===== config.mk =====
export PLATFORM = sky130hd
export DESIGN_NAME = alu_mux_sequencer
export DESIGN_NICKNAME = d
export VERILOG_FILES = /design/src/rtl/alu_mux_sequencer.sv
export SDC_FILE = /design/constraint.sdc
export NUM_CORES = 1
export LEC_CHECK = 0
export CORE_UTILIZATION = 45
export DETAILED_ROUTE_END_ITERATION = 7
export PLACE_DENSITY_LB_ADDON = 0.08
export SKIP_CTS_REPAIR_TIMING = 1
export SYNTH_ARGS = -nofsm -noshare
export SYNTH_HDL_FRONTEND = slang
export SYNTH_SLANG_ARGS = --single-unit

===== constraint.sdc =====
create_clock -name clk -period 2.7 [get_ports clk]
set_clock_uncertainty 0.1 [all_clocks]
set_input_delay 0.27 -clock clk [delete_from_list [all_inputs] [get_ports clk]]
set_output_delay 0.27 -clock clk [all_outputs]
set_load 0.01 [all_outputs]

===== src/rtl/alu_mux_sequencer.sv =====
// Command-queued sequencer for the 16-way ALU result mux: FIFO of selects, settle cycle, captured result on valid/ready.
// Optional macro ALU_SEQ_ZFLAG_EN adds the registered res_zero output.
module alu_mux_sequencer #(
  parameter int DEPTH = 8,
  parameter int W     = 32
) (
  input  logic                     clk,
  input  logic                     rst_n,
  input  logic                     cmd_valid,
  input  logic [3:0]               cmd_sel,
  output logic                     cmd_ready,
  input  logic                     flush,
  output logic [3:0]               mux_sel,
  input  logic [W-1:0]             mux_z,
  output logic                     res_valid,
  output logic [W-1:0]             res_data,
  output logic [3:0]               res_sel,
  input  logic                     res_ready,
`ifdef ALU_SEQ_ZFLAG_EN
  output logic                     res_zero,
`endif
  output logic                     busy,
  output logic [$clog2(DEPTH):0]   count
);

  localparam int AW = $clog2(DEPTH);
  localparam int CW = AW + 1;

  typedef enum logic [1:0] {S_IDLE, S_SETTLE, S_HOLD} state_t;

  state_t          r_state, w_state_nxt;
  logic            w_pop, w_push, w_nonempty;
  logic [3:0]      r_mem [DEPTH];
  logic [AW-1:0]   r_wptr, r_rptr;
  logic [CW-1:0]   r_count;
  logic [3:0]      r_mux_sel, r_res_sel;
  logic [W-1:0]    r_res_data;
  logic            r_res_valid;

  // Ready looks only at the registered count, so a same-cycle pop never opens a slot.
  assign w_nonempty = (r_count != '0);
  assign cmd_ready  = (r_count < CW'(DEPTH)) && !flush;
  assign w_push     = cmd_valid && cmd_ready;

  always_ff @(posedge clk or negedge rst_n) begin
    if (!rst_n) r_state <= S_IDLE;
    else        r_state <= w_state_nxt;
  end

  always_comb begin
    w_state_nxt = r_state;
    w_pop       = 1'b0;
    case (r_state)
      S_IDLE: begin
        if (w_nonempty) begin
          w_pop       = 1'b1;
          w_state_nxt = S_SETTLE;
        end
      end
      S_SETTLE: w_state_nxt = S_HOLD;
      S_HOLD: begin
        if (res_ready) begin
          w_pop       = w_nonempty;
          w_state_nxt = w_nonempty ? S_SETTLE : S_IDLE;
        end
      end
      default: w_state_nxt = S_IDLE;
    endcase
  end

  always_ff @(posedge clk or negedge rst_n) begin
    if (!rst_n) begin
      r_wptr  <= '0;
      r_rptr  <= '0;
      r_count <= '0;
    end else if (flush) begin
      r_wptr  <= '0;
      r_rptr  <= '0;
      r_count <= '0;
    end else begin
      if (w_push) r_wptr <= r_wptr + AW'(1);
      if (w_pop)  r_rptr <= r_rptr + AW'(1);
      r_count <= r_count + CW'(w_push) - CW'(w_pop);
    end
  end

  always_ff @(posedge clk) begin
    if (w_push) r_mem[r_wptr] <= cmd_sel;
  end

  // A pop under flush still reads the old head before the pointers clear.
  always_ff @(posedge clk or negedge rst_n) begin
    if (!rst_n) begin
      r_mux_sel   <= '0;
      r_res_data  <= '0;
      r_res_sel   <= '0;
      r_res_valid <= 1'b0;
    end else begin
      if (w_pop) r_mux_sel <= r_mem[r_rptr];
      if (r_state == S_SETTLE) begin
        r_res_data  <= mux_z;
        r_res_sel   <= r_mux_sel;
        r_res_valid <= 1'b1;
      end else if (r_state == S_HOLD && res_ready) begin
        r_res_valid <= 1'b0;
      end
    end
  end

`ifdef ALU_SEQ_ZFLAG_EN
  logic r_res_zero;
  always_ff @(posedge clk or negedge rst_n) begin
    if (!rst_n)                  r_res_zero <= 1'b0;
    else if (r_state == S_SETTLE) r_res_zero <= (mux_z == '0);
  end
  assign res_zero = r_res_zero;
`endif

  assign mux_sel   = r_mux_sel;
  assign res_valid = r_res_valid;
  assign res_data  = r_res_data;
  assign res_sel   = r_res_sel;
  assign count     = r_count;
  assign busy      = (r_state != S_IDLE) || w_nonempty;

endmodule


Word-level counts from Yosys, hierarchy flattened --
Memory sizes are Yosys's and may differ from the RTL's. A register that Yosys moved wholly into a read port is not among the register bits. Index checks and enable logic that the tools add are counted.
Word-level totals: bits in registers 49, latch bits 0, bits in writable memories 32, memory bits (read-only) 0, bits of input ports 41, output and inout bits 47, word-level logic and storage cells 46, memories kept 1
Operators by class: add/sub/neg operators 4, multipliers 0, div/mod/pow operators 0, order comparisons 1, eq/ne operators 4, shift operators 0, muxes and demuxes 16, bitwise operators 0, reductions and logical operators 13
Memory list:
- r_mem | depth 8, width 4, rd ports 1, clocked after memory_dff 1, write ports 1, line 33 | logic [3:0] r_mem [DEPTH];
Operators with widths (number):
- 2-to-1 mux 3 bit | 4
- nonzero test 2 bit | 4
- 2-to-1 mux 1 bit | 7
- adder 3 x 1 -> 3 bit (second input constant) | 2
- case mux 2 bit (3 select lines) | 1
- adder 4 x 1 -> 4 bit | 1
- < comparator 4 bit (second input constant) | 1
- 2-to-1 mux 2 bit | 2
- 2-to-1 mux 4 bit | 1
- != test 2 bit (second input constant) | 2
- nonzero test 4 bit | 1
- subtractor 4 x 1 -> 4 bit | 1
- logical AND 1 bit | 3
- == test 2 x 1 -> 1 bit (second input constant) | 1
- == test 2 bit (second input constant) | 1
- logical NOT 1 bit | 2
- logical NOT 2 bit | 1
- case mux 1 bit (2 select lines) | 1
- AND reduction 2 bit | 1
- logical OR 1 bit | 1

Depth between registers and ports, before layout --
Gate-level depths: netlist (run 1).
depth after elaboration 6, gate-level depth with buffers 12, gate-level depth less buffers 12

Worst setup path after synthesis (run 1) --
OpenSTA, ideal clock, no wires.
path type flip-flop to flip-flop, from register r_count[3], in the netlist count[3], to register r_count[1], in the netlist count[1], library setup time 0.132 ns, data arrival time 2.203 ns, data required time 2.468 ns, setup slack 0.265 ns, stages on the path, launching flop included 11, buffers on the path 0, period minus slack after synthesis 2.435 ns, cells stage by stage dfrtp_1 -> inv_1 -> ha_1 -> nor3b_1 -> or3_1 -> inv_1 -> ha_1 -> inv_1 -> ha_1 -> fa_1 -> nor2b_1
On the way: elaborated cells on any way between the ends 10, classes of those cells 2 x add/sub; 1 x order compare; 4 x mux; 3 x reduce/logical
RTL lines:
- start: declaration | line 35 | logic [CW-1:0] r_count;
- start signal: assignment | line 83 | r_count <= r_count + CW'(w_push) - CW'(w_pop);
- nonzero test 4 bit (*) | line 41 | assign w_nonempty = (r_count != '0);
- 2-to-1 mux 1 bit (on tied branches) | line 62, 55
- case mux 1 bit (2 select lines) (*) | line 53 | case (r_state)
- named net w_pop | line 32 | logic w_pop, w_push, w_nonempty;
- subtractor 4 x 1 -> 4 bit (*) | line 83
- 2-to-1 mux 4 bit (*) | line 76 | end else if (flush) begin
The timed path passes the listed nets; every way through them passes the cells marked *. A chain may end at the register's enable or synchronous reset.

Worst setup path in the final report (run 1) --
from register r_count[2], in the netlist count[2], to register r_count[3], in the netlist count[3]
The elaborated chain is that of the path after synthesis.

==> results of run 1 <==
[state kept, by name (all words and copies together), names as in the netlist]
name       count
count          4
mux_sel        4
r_mem         32
r_rptr         3
r_state        2
r_wptr         3
res_data      32
res_sel        4
res_valid      1
[per-stage QoR]
stage	hold WS (ps)	cells	utilization, %
floorplan	-126	227	-
global placement	338	413	60.7
detailed placement	345	413	60.7
CTS	-37.0	429	63.1
global route	422	430	63.3
finish	410	430	63.3
[power breakdown]
group	switching [mW]	internal, mW
sequential	0.212	1.73
clock	0.479	0.345
combinational	0.832	1.27
[metal layers]
layer | track usage (%) | routed length, um
met1 | 21.7 | 2860
met2 | 26.4 | 2800
met3 | 4.02 | 364
met4 | 7.79 | 110
met5 | 0 | 0
[worst max-delay path: stages (launching register included)]
cell and delay [ps]:
sky130_fd_sc_hd__dfrtp_1 350, sky130_fd_sc_hd__inv_1 70, sky130_fd_sc_hd__ha_1 180, sky130_fd_sc_hd__nor3b_1 150
sky130_fd_sc_hd__or3_1 370, sky130_fd_sc_hd__inv_1 130, sky130_fd_sc_hd__ha_1 160, sky130_fd_sc_hd__inv_1 60
sky130_fd_sc_hd__ha_1 280, sky130_fd_sc_hd__a21o_1 160, sky130_fd_sc_hd__a21oi_1 170, sky130_fd_sc_hd__xnor2_1 140
sky130_fd_sc_hd__nor2_1 50
[final timing paths]
path / from / endpoint
max reg2reg: count[2] / count[3]
min: res_data[12] / res_data[12]
max: count[2] / count[3]
max in group asynchronous: rst_n / res_data[25]
min reg2reg: res_data[12] / res_data[12]
min in group asynchronous: rst_n / res_data[16]
[kinds of logic after synthesis]
kind of cell,count (synthesis),share of synthesized area (%)
AOI/OAI and AO/OA,13,2.03
and+or+nand+nor,41,5.43
muxes,56,19.0
buffers and inverters,19,3.11
adders and majority gates,8,3.11
DFF,85,66.1
xor gates and xnor gates,5,1.27
[placed cells by master (no fill, tap or decap), drive strengths merged, types with 7 or more instances in the layout]
cell / instances
nand2: 13
clkdlybuf4s50: 86
nor2: 15
ha: 7
dfrtp: 53
clkbuf: 9
mux2: 36
buf: 9
inv: 14
mux2i: 16
edfxtp: 32
[layout make-up]
| cell class | count | area (um2) | share of cell area [%] |
|---|---|---|---|
| flip-flops and latches | 85 | 2290 | 49.3 |
| well taps | 99 | 124 | 2.67 |
| clock buffers | 9 | 124 | 2.67 |
| inverters | 11 | 41.3 | 0.890 |
| clock inverters | 7 | 56.3 | 1.21 |
| multi-input cells | 123 | 1070 | 23.1 |
| repair buffers | 96 | 936 | 20.2 |
==> results by stage, run 1 <==
Min path:
- The worst hold-check path type is flip-flop to flip-flop.
- Along the worst hold path, the cell count comes to 1.

Logic synthesis:
- Summing every instance area after synthesis gives 3460 um2.
- Ranked by total cell area, the synthesized netlist is headed by sky130_fd_sc_hd__dfrtp_1, sky130_fd_sc_hd__edfxtp_1, sky130_fd_sc_hd__mux2_2.
- The number of different library cells used by synthesis comes to 27.
- After synthesis, the largest area contributor takes up 38.3% of total cell area.
- The average instance area after synthesis is 15.2 um2.
- In the synthesized netlist, the number of instances is 227.
- Ranked by instance count, the synthesized netlist is headed by sky130_fd_sc_hd__dfrtp_1, sky130_fd_sc_hd__mux2_2, sky130_fd_sc_hd__edfxtp_1.
- Of all flip-flops after synthesis, the portion carrying an async set or reset was 62.4%.
- The Yosys step of the flow raised 0 warnings.
- The number of nets in the synthesized netlist is 276.
- The part of the Yosys area used for sequential elements is 66.1%.
- The synthesized design spends more area on one cell type than any other, namely sky130_fd_sc_hd__dfrtp_1.
- After synthesis the netlist holds a flip-flop and latch count of 85.
- The primary flip-flop cell chosen by synthesis mapping is sky130_fd_sc_hd__dfrtp_1.
- Yosys mapped a number of flops with a built-in enable equal to 32.
- By instance count, the leading cell after synthesis is sky130_fd_sc_hd__dfrtp_1.

Routing:
- The via-per-instance ratio is 4.82.
- For this block, the routed nets add up to 6130 um of wire.
- Summing over every cut layer, the via total after detailed routing is 2071.
- The detailed-route DRC error count is 0.
- For this block, the initial DRC count from the detailed router was 70.
- The count of nets left with antenna violations after detail routing is 0.
- Dividing the detail-routed wire length by the instance count gives 14.3 um.
- Before antenna repair, the detailed router went through 4 iterations.

Cells and area:
- The layout has 577 filler cells.
- Relative to the synthesized area, the layout overhead comes to 34.1%.
- The repair_antennas step left the layout with diodes totalling 0.
- The fraction of final layout cells sized beyond drive strength 1 is 19.6%.
- Once layout is done, the placed cells without fillers occupy 4640 um2.
- The net count reported at finish is 375.

STA:
- The summed negative setup slack over all endpoints is 0 ps.
- Counting I/O delays and the setup requirement, the final critical path takes 2480 ps.
- The final hold violation count was 0.
- The setup violation total in the final timing report is 0.
- Setup repair after global routing left no endpoint under its margin.
- Timing would allow up to 0.403 GHz.
- At the pin with the least slew margin, the transition time is 675 ps.
- Across all setup checks in the final design, the least slack found is 222 ps.
- The share of the cycle needed by the critical path after routing is 91.8%.
- The worst slew margin relative to its limit is 55.0%.
- The number of pins with negative max-slew slack in the final report was 0.

Setup path:
- Data on the critical path arrives at its endpoint at 2620 ps.
- The endpoint required time on the critical path is 2840 ps.
- The worst reg-to-reg path cell count is 12.
- The flop-to-flop setup slack is 220 ps.
- The maximum fanout encountered on the critical timing path is 3.
- STA classifies the critical path startpoint as a flip-flop.
- The setup path with the least slack is of type flip-flop to flip-flop.
- The worst setup path is captured at a flip-flop.

Placed design:
- The final estimated routing congestion in global placement is 0.757.
- The HPWL after detailed placement is 4320 um.
- The worst setup slack before clock tree synthesis is 185 ps.
- In this run the cell area measured after placement is 4450 um2.
- In this run the tool buffered the top-level ports with 87 buffer cells.

Floorplanning:
- The initial core utilization is 47.2%.
- The floorplan step set the die width to 89.7 um.
- The floorplan step defined a die boundary enclosing 8040 um2.
- The number of placed I/O pins is 88.
- The floorplan row count is 31.
- The chip height is 89.7 um.
- The total area inside the core boundary comes to 7330 um2.

Clock network:
- The H-tree level count is 3.
- Clock-pin slew was measured on the worst setup and hold paths at 90 ps.
- Counting along the longest clock path gives a buffer depth of 2.
- The clock tree from TritonCTS is done.
- The later pin in the worst-skew pair is clocked with a latency of 350 ps.
- In this run, CTS created clock tree buffers numbering 9.
- For this design, the sink count on the clock tree is 85.
- The root buffer cell chosen for the clock tree is sky130_fd_sc_hd__clkbuf_8.

Pwr:
- The total power is 4.87 mW.
- Dividing total power by cell area gives a power density of 1050 nW/um2.
- The leakage power figure is 1.82 nW.
- The worst ir drop on vdd is 0.351 mV.

Global routing:
- The via count of the first global-routing pass was 2036.
- Global routing finished with a remaining overflow of 0.
- The maximum number of pins on one net before global-route repair is 54.
- The first global-routing pass estimated 9820 um of wire.
- The initial antenna violation count is 0.
- The total routing usage reported by global routing is 16.6%.

Run status:
- The run finished with clean final reports.

Flow run:
- Max-cap violations in this run came to 0.
Power figures use the tool's default switching activity.
==> run 2: changes to the inputs <==
--- a/constraint.sdc
+++ b/constraint.sdc
@@ -4,2 +4,2 @@
 set_output_delay 0.27 -clock clk [all_outputs]
-set_load 0.01 [all_outputs]
+set_load 0.05 [all_outputs]
==> results by stage, run 2 (synthesis gave the netlist of run 1 again) <==
Placed design:
- The cell area after placement is 4460 um2 (was 4450 um2).
- The final estimated routing congestion in global placement is 0.711 (was 0.757).
- The total of buffers placed on input and output ports was 87 (unchanged).
- The worst setup slack before clock tree synthesis is 191 ps (was 185 ps).
- The half-perimeter wire length after placement is 4490 um (was 4320 um).

Flow run:
- The number of violations of the max-capacitance limit is 0 (unchanged).

STA:
- The setup violation total in the final timing report is 0 (unchanged).
- The tightest hold margin is 345 ps (was 410 ps).
- The maximum clock frequency was 0.406 GHz (was 0.403 GHz).
- The post-route worst setup slack came to 234 ps (was 222 ps).
- The transition at the pin with the smallest max-transition slack came to 539 ps (was 675 ps).
- The number of pins with negative max-slew slack in the final report is 0 (unchanged).
- The time the worst path needs with I/O delays and setup is 2470 ps (was 2480 ps).
- The share of the cycle needed by the critical path after routing is 91.3% (was 91.8%).
- The final hold violation count is 0 (unchanged).
- The worst slew margin relative to its limit is 63.9% (was 55.0%).
- The summed negative setup slack over all endpoints is 0 ps (unchanged).
- RSZ-0062 raised after global routing: false (unchanged).

Run status:
- Result of the run: completed (unchanged).

Clock network:
- The CTS sink count came to 85 (unchanged).
- The clock-pin slew on the worst setup and hold paths is 90 ps (about the same).
- The clock latency at the later pin of the worst-skew pair is 330 ps (was 350 ps).
- The H-tree level count came to 3 (unchanged).
- The cell chosen for the clock root was sky130_fd_sc_hd__clkbuf_8 (unchanged).
- The worst-case clock buffer depth is 2 (unchanged).
- The TritonCTS buffer count came to 9 (unchanged).
- The clock tree from TritonCTS is done (unchanged).

Min path:
- The worst hold-check path type is primary input to asynchronous set/reset pin (was flip-flop to flip-flop).

Routing:
- The via-per-instance ratio came to 4.73 (was 4.82).
- The count of nets left with antenna violations after detail routing was 0 (unchanged).
- The detailed-route DRC error count was 0 (unchanged).
- The iteration count of the initial detailed-routing pass is 4 (unchanged).
- The wire length reported by the detailed router is 6140 um (was 6130 um).
- The count of vias placed by the detailed router came to 2031 (was 2071).
- The initial DRC count is 79 (was 70).
- The routed wirelength normalized by instance count is 14.3 um (about the same).

Floorplanning:
- The die area is 8040 um2 (unchanged).
- The die width was 89.7 um (unchanged).
- The initial core utilization is 47.2% (unchanged).
- The floorplan row count is 31 (unchanged).
- The number of placed I/O pins was 88 (unchanged).
- The chip height came to 89.7 um (unchanged).
- The core area is 7330 um2 (unchanged).

Cells and area:
- The number of diodes added for antenna fixing is 0 (unchanged).
- Most frequent cells in the layout: sky130_fd_sc_hd__clkdlybuf4s50_1, sky130_fd_sc_hd__dfrtp_1, sky130_fd_sc_hd__mux2_2 (unchanged).
- The area growth from synthesis to layout was 36.0% (was 34.1%).
- The net count reported at finish is 374 (was 375).
- The fraction of final layout cells sized beyond drive strength 1 is 20.0% (was 19.6%).
- The area of all placed cells without fillers is 4700 um2 (was 4640 um2).
- The most frequent standard cell in the layout excluding fill and tap cells is sky130_fd_sc_hd__clkdlybuf4s50_1 (unchanged).
- The count of filler cells inserted in the layout is 561 (was 577).

Global routing:
- The first-pass GRT wire length came to 9560 um (was 9820 um).
- The total global routing overflow was 0 (unchanged).
- The via count of the first global-routing pass is 1950 (was 2036).
- The total routing usage reported by global routing was 16.1% (was 16.6%).
- The maximum number of pins on one net before global-route repair is 33 (was 54).
- The initial antenna violation count is 0 (unchanged).

Pwr:
- The worst ir drop on vdd is 0.440 mV (was 0.351 mV).
- The leakage power figure is 1.85 nW (was 1.82 nW).
- The power density over the cells is 1310 nW/um2 (was 1050 nW/um2).

Setup path:
- The endpoint required time on the critical path was 2830 ps (was 2840 ps).
- The start point of the critical path is count[3] (was count[2]).
- Sequence of cells on the critical path: inv_1, ha_1, nor3b_1, or3_1, inv_1, ha_1, inv_1, ha_1, fa_1, nor2b_1 (was inv_1, ha_1, nor3b_1, or3_1, inv_1, ha_1, inv_1, ha_1, a21o_1, a21oi_1, xnor2_1, nor2_1).
- The sort of element at the start of the critical path is a flip-flop (unchanged).
- The capturing point of the worst reg2reg path is count[1] (was count[3]).
- The worst path arrival time is 2600 ps (was 2620 ps).
- The family of cells with the greatest summed delay on the critical path is adder cells (unchanged).
- The origin of the critical flop-to-flop path is count[3] (was count[2]).
- The stage delay of the slowest cell on the critical path was 410 ps (was 370 ps).
- The worst path buffer plus inverter count is 3 (unchanged).
- The type of the worst setup path is flip-flop to flip-flop (unchanged).
- The number of gates on the worst path with buffers counted came to 10 (was 12).
- The maximum fanout encountered on the critical timing path is 5 (was 3).
- The worst setup path endpoint was count[1] (was count[3]).
- The flop-to-flop setup slack is 230 ps (was 220 ps).
- The cell at the slowest stage of the critical path was sky130_fd_sc_hd__fa_1 (was sky130_fd_sc_hd__or3_1).
- The critical path capture point type is a flip-flop (unchanged).
- The worst reg-to-reg path cell count is 10 (was 12).
==> run 2: worst register-to-register path, stage by stage (launching register included) <==
cell                      delay (ps)
sky130_fd_sc_hd__dfrtp_2         400
sky130_fd_sc_hd__inv_1            50
sky130_fd_sc_hd__ha_1            160
sky130_fd_sc_hd__nor3b_1         150
sky130_fd_sc_hd__or3_1           370
sky130_fd_sc_hd__inv_1           130
sky130_fd_sc_hd__ha_1            240
sky130_fd_sc_hd__inv_1            50
sky130_fd_sc_hd__ha_1            170
sky130_fd_sc_hd__fa_1            410
sky130_fd_sc_hd__nor2b_1         130
==> run 2: layout make-up <==
class | count | area [um2] | share of cell area (%)
Clock inverter | 6 | 111 | 2.37
Tap cell | 99 | 124 | 2.63
Timing Repair Buffer | 95 | 941 | 20.0
Inverter | 11 | 41.3 | 0.878
Multi-Input combinational cell | 123 | 1070 | 22.7
Clock buffer | 10 | 128 | 2.71
Sequential cell | 85 | 2290 | 48.7
==> run 2: where the power goes <==
group / internal, mW / leakage, nW / total (mW) / switching [mW]
Clock: 0.615 / 0.116 / 1.06 / 0.440
Combinational: 1.25 / 0.804 / 3.13 / 1.88
Sequential: 1.73 / 0.926 / 1.97 / 0.237
==> run 2: metrics by stage <==
step	cells	utilization [%]	power, mW
after floorplan	227	-	4.19
after global placement	412	60.8	5.12
after detailed placement	412	60.8	5.17
after CTS	428	64.0	6.22
after global routing	429	64.2	6.49
final	429	64.2	6.16
==> run 2: metal layers <==
metal / wire (um) / up-vias / track usage (%)
met3: 360 / 4 / 4.20
met1: 2790 / 978 / 20.7
met2: 2930 / 53 / 26.5
li1: - / 996 / -
met4: 57 / 0 / 5.63
met5: 0 / - / 0
==> run 2: worst min-delay path by stage <==
stage,start,endpoint,slack (ps),cells after the start
final,rst_n,res_data[23],340,2
after global routing,rst_n,res_data[23],390,2
after CTS,rst_n,res_data[23],-190,1
after detailed placement,rst_n,res_data[23],180,1
after global placement,rst_n,res_data[23],180,1
after floorplan,rst_n,count[0],-130,0
==> run 3: changes to the inputs <==
CORE_UTILIZATION = 44   (was 45)
clock period = 2.1 ns   (was 2.7 ns; I/O delays follow)
==> results by stage, run 3 (synthesis gave the netlist of run 1 again) <==
STA:
- The time the worst path needs with I/O delays and setup came to 2320 ps (was 2470 ps).
- The summed negative setup slack over all endpoints came to -558 ps (was 0 ps).
- The maximum clock frequency was 0.431 GHz (was 0.406 GHz).
- The post-route worst setup slack is -221 ps (was 234 ps).
- The setup violation total in the final timing report is 3 (was 0).
- The number of pins with negative max-slew slack in the final report is 0 (unchanged).
- The tightest hold margin came to 274 ps (was 345 ps).
- The transition at the pin with the smallest max-transition slack came to 521 ps (was 539 ps).
- The share of the cycle needed by the critical path after routing is 111% (was 91.3%).
- The worst slew margin relative to its limit came to 65.2% (was 63.9%).
- The final hold violation count came to 0 (unchanged).
- RSZ-0062 raised after global routing: true (was false).

Routing:
- The count of vias placed by the detailed router is 2095 (was 2031).
- The count of nets left with antenna violations after detail routing is 0 (unchanged).
- The wire length reported by the detailed router came to 6230 um (was 6140 um).
- The via-per-instance ratio came to 4.70 (was 4.73).
- The detailed-route DRC error count is 0 (unchanged).
- The initial DRC count is 31 (was 79).
- The iteration count of the initial detailed-routing pass is 4 (unchanged).
- The routed wirelength normalized by instance count is 14.0 um (was 14.3 um).

Global routing:
- The total routing usage reported by global routing is 16.5% (was 16.1%).
- The maximum number of pins on one net before global-route repair was 25 (was 33).
- The via count of the first global-routing pass was 2117 (was 1950).
- The first-pass GRT wire length was 10700 um (was 9560 um).
- The total global routing overflow is 0 (unchanged).
- The initial antenna violation count is 0 (unchanged).

Setup path:
- The worst reg-to-reg path cell count was 10 (unchanged).
- The capturing point of the worst reg2reg path is count[1] (unchanged).
- The worst path buffer plus inverter count is 3 (unchanged).
- The origin of the critical flop-to-flop path is count[3] (unchanged).
- The flop-to-flop setup slack is -220 ps (was 230 ps).
- The maximum fanout encountered on the critical timing path is 2 (was 5).
- The type of the worst setup path is flip-flop to flip-flop (unchanged).
- The sort of element at the start of the critical path is a flip-flop (unchanged).
- The stage delay of the slowest cell on the critical path was 410 ps (about the same).
- The worst path arrival time came to 2460 ps (was 2600 ps).
- The cell that appears most often on the critical path is sky130_fd_sc_hd__ha_4.
- The critical path capture point type is a flip-flop (unchanged).
- The family of cells with the greatest summed delay on the critical path is adder cells (unchanged).
- The endpoint required time on the critical path is 2230 ps (was 2830 ps).
- Sequence of cells on the critical path: inv_2, ha_4, nor3b_4, or3_4, inv_4, ha_4, inv_4, ha_4, fa_2, nor2b_1 (was inv_1, ha_1, nor3b_1, or3_1, inv_1, ha_1, inv_1, ha_1, fa_1, nor2b_1).
- The cell at the slowest stage of the critical path is sky130_fd_sc_hd__fa_2 (was sky130_fd_sc_hd__fa_1).

Flow run:
- The number of violations of the max-capacitance limit is 0 (unchanged).

Cells and area:
- The utilization after layout is 65.7% (was 64.2%).
- The net count reported at finish is 391 (was 374).
- The most frequent standard cell in the layout excluding fill and tap cells is sky130_fd_sc_hd__clkdlybuf4s50_1 (unchanged).
- The number of diodes added for antenna fixing is 0 (unchanged).
- The area growth from synthesis to layout is 40.7% (was 36.0%).
- The area of all placed cells without fillers is 4870 um2 (was 4700 um2).
- The fraction of final layout cells sized beyond drive strength 1 is 28.2% (was 20.0%).
- The number of cells in the finished layout apart from fillers was 446 (was 429).
- Most frequent cells in the layout: sky130_fd_sc_hd__clkdlybuf4s50_1, sky130_fd_sc_hd__dfrtp_1, sky130_fd_sc_hd__mux2_2 (unchanged).

Run status:
- Result of the run: finished with violations (was completed).
- The final reports fail on negative setup slack.

Clock network:
- The clock-pin slew on the worst setup and hold paths was 90 ps (about the same).
- The worst-case clock buffer depth is 2 (unchanged).
- The TritonCTS buffer count is 9 (unchanged).
- The clock tree from TritonCTS is done (unchanged).
- The clock latency at the later pin of the worst-skew pair came to 350 ps (was 330 ps).
- The H-tree level count is 3 (unchanged).
- The CTS sink count is 85 (unchanged).
- The cell chosen for the clock root is sky130_fd_sc_hd__clkbuf_8 (unchanged).

Pwr:
- The leakage power figure was 1.92 nW (was 1.85 nW).
- The total power was 8.07 mW (was 6.16 mW).
- The worst ir drop on vdd is 0.496 mV (was 0.440 mV).
- The power density over the cells is 1660 nW/um2 (was 1310 nW/um2).

Floorplanning:
- The chip height is 90.7 um (was 89.7 um).
- The die width came to 90.7 um (was 89.7 um).
- The number of placed I/O pins is 88 (unchanged).
- The die area is 8220 um2 (was 8040 um2).
- The initial core utilization is 46.7% (was 47.2%).
- The floorplan row count was 31 (unchanged).
- The core area is 7410 um2 (was 7330 um2).

Placed design:
- The cell area after placement is 4620 um2 (was 4460 um2).
- The total of buffers placed on input and output ports is 87 (unchanged).
- The final estimated routing congestion in global placement is 0.727 (was 0.711).
- The half-perimeter wire length after placement is 4570 um (was 4490 um).
- The number of cells in the design after placement was 429 (was 412).
- The worst setup slack before clock tree synthesis is -249 ps (was 191 ps).

Min path:
- The worst hold-check path type is primary input to asynchronous set/reset pin (unchanged).
-- run 3: changes by cell type in the layout (fill, tap and decap cells not counted), sizes merged --
cell and change:
clkinv -1, clkbuf -1, clkdlybuf4s50 -2, buf +19, inv +3, clkinvlp +1
bufinv -2
-- run 3: area by class of cell --
type / count / area, um2
Clock buffer: 9 / 124
Clock inverter: 7 / 90.1
Fill cell: 570 / 2540
Inverter: 11 / 46.3
Multi-Input combinational cell: 123 / 1130
Sequential cell: 85 / 2290
Tap cell: 99 / 124
Timing Repair Buffer: 112 / 1060
-- run 3: report_power, final --
part	switching [mW]	internal, mW
combinational	2.54	1.83
clock	0.627	0.576
sequential	0.275	2.23
total	3.44	4.63
-- run 3: per-layer routing --
layer	track usage [%]	part of all wire (%)
met5	0	0
met3	3.87	5.7
met2	25.0	46
met1	23.7	47
met4	5.24	0.50
-- run 3: worst register-to-register path, stage by stage (launching register included) --
cell,delay [ps]
sky130_fd_sc_hd__dfrtp_2,380
sky130_fd_sc_hd__inv_2,50
sky130_fd_sc_hd__ha_4,140
sky130_fd_sc_hd__nor3b_4,140
sky130_fd_sc_hd__or3_4,400
sky130_fd_sc_hd__inv_4,80
sky130_fd_sc_hd__ha_4,200
sky130_fd_sc_hd__inv_4,50
sky130_fd_sc_hd__ha_4,130
sky130_fd_sc_hd__fa_2,410
sky130_fd_sc_hd__nor2b_1,130
-- run 3: how the worst max path moves through the flow --
stage | from | endpoint | slack (ps) | depth (start not counted)
final | count[3] | count[1] | -220 | 10
after global routing | count[3] | count[1] | -310 | 10
after CTS | count[2] | count[2] | -200 | 11
after detailed placement | res_ready | count[2] | -250 | 10
after global placement | res_ready | count[2] | -230 | 10
after floorplan | count[3] | count[1] | -350 | 10
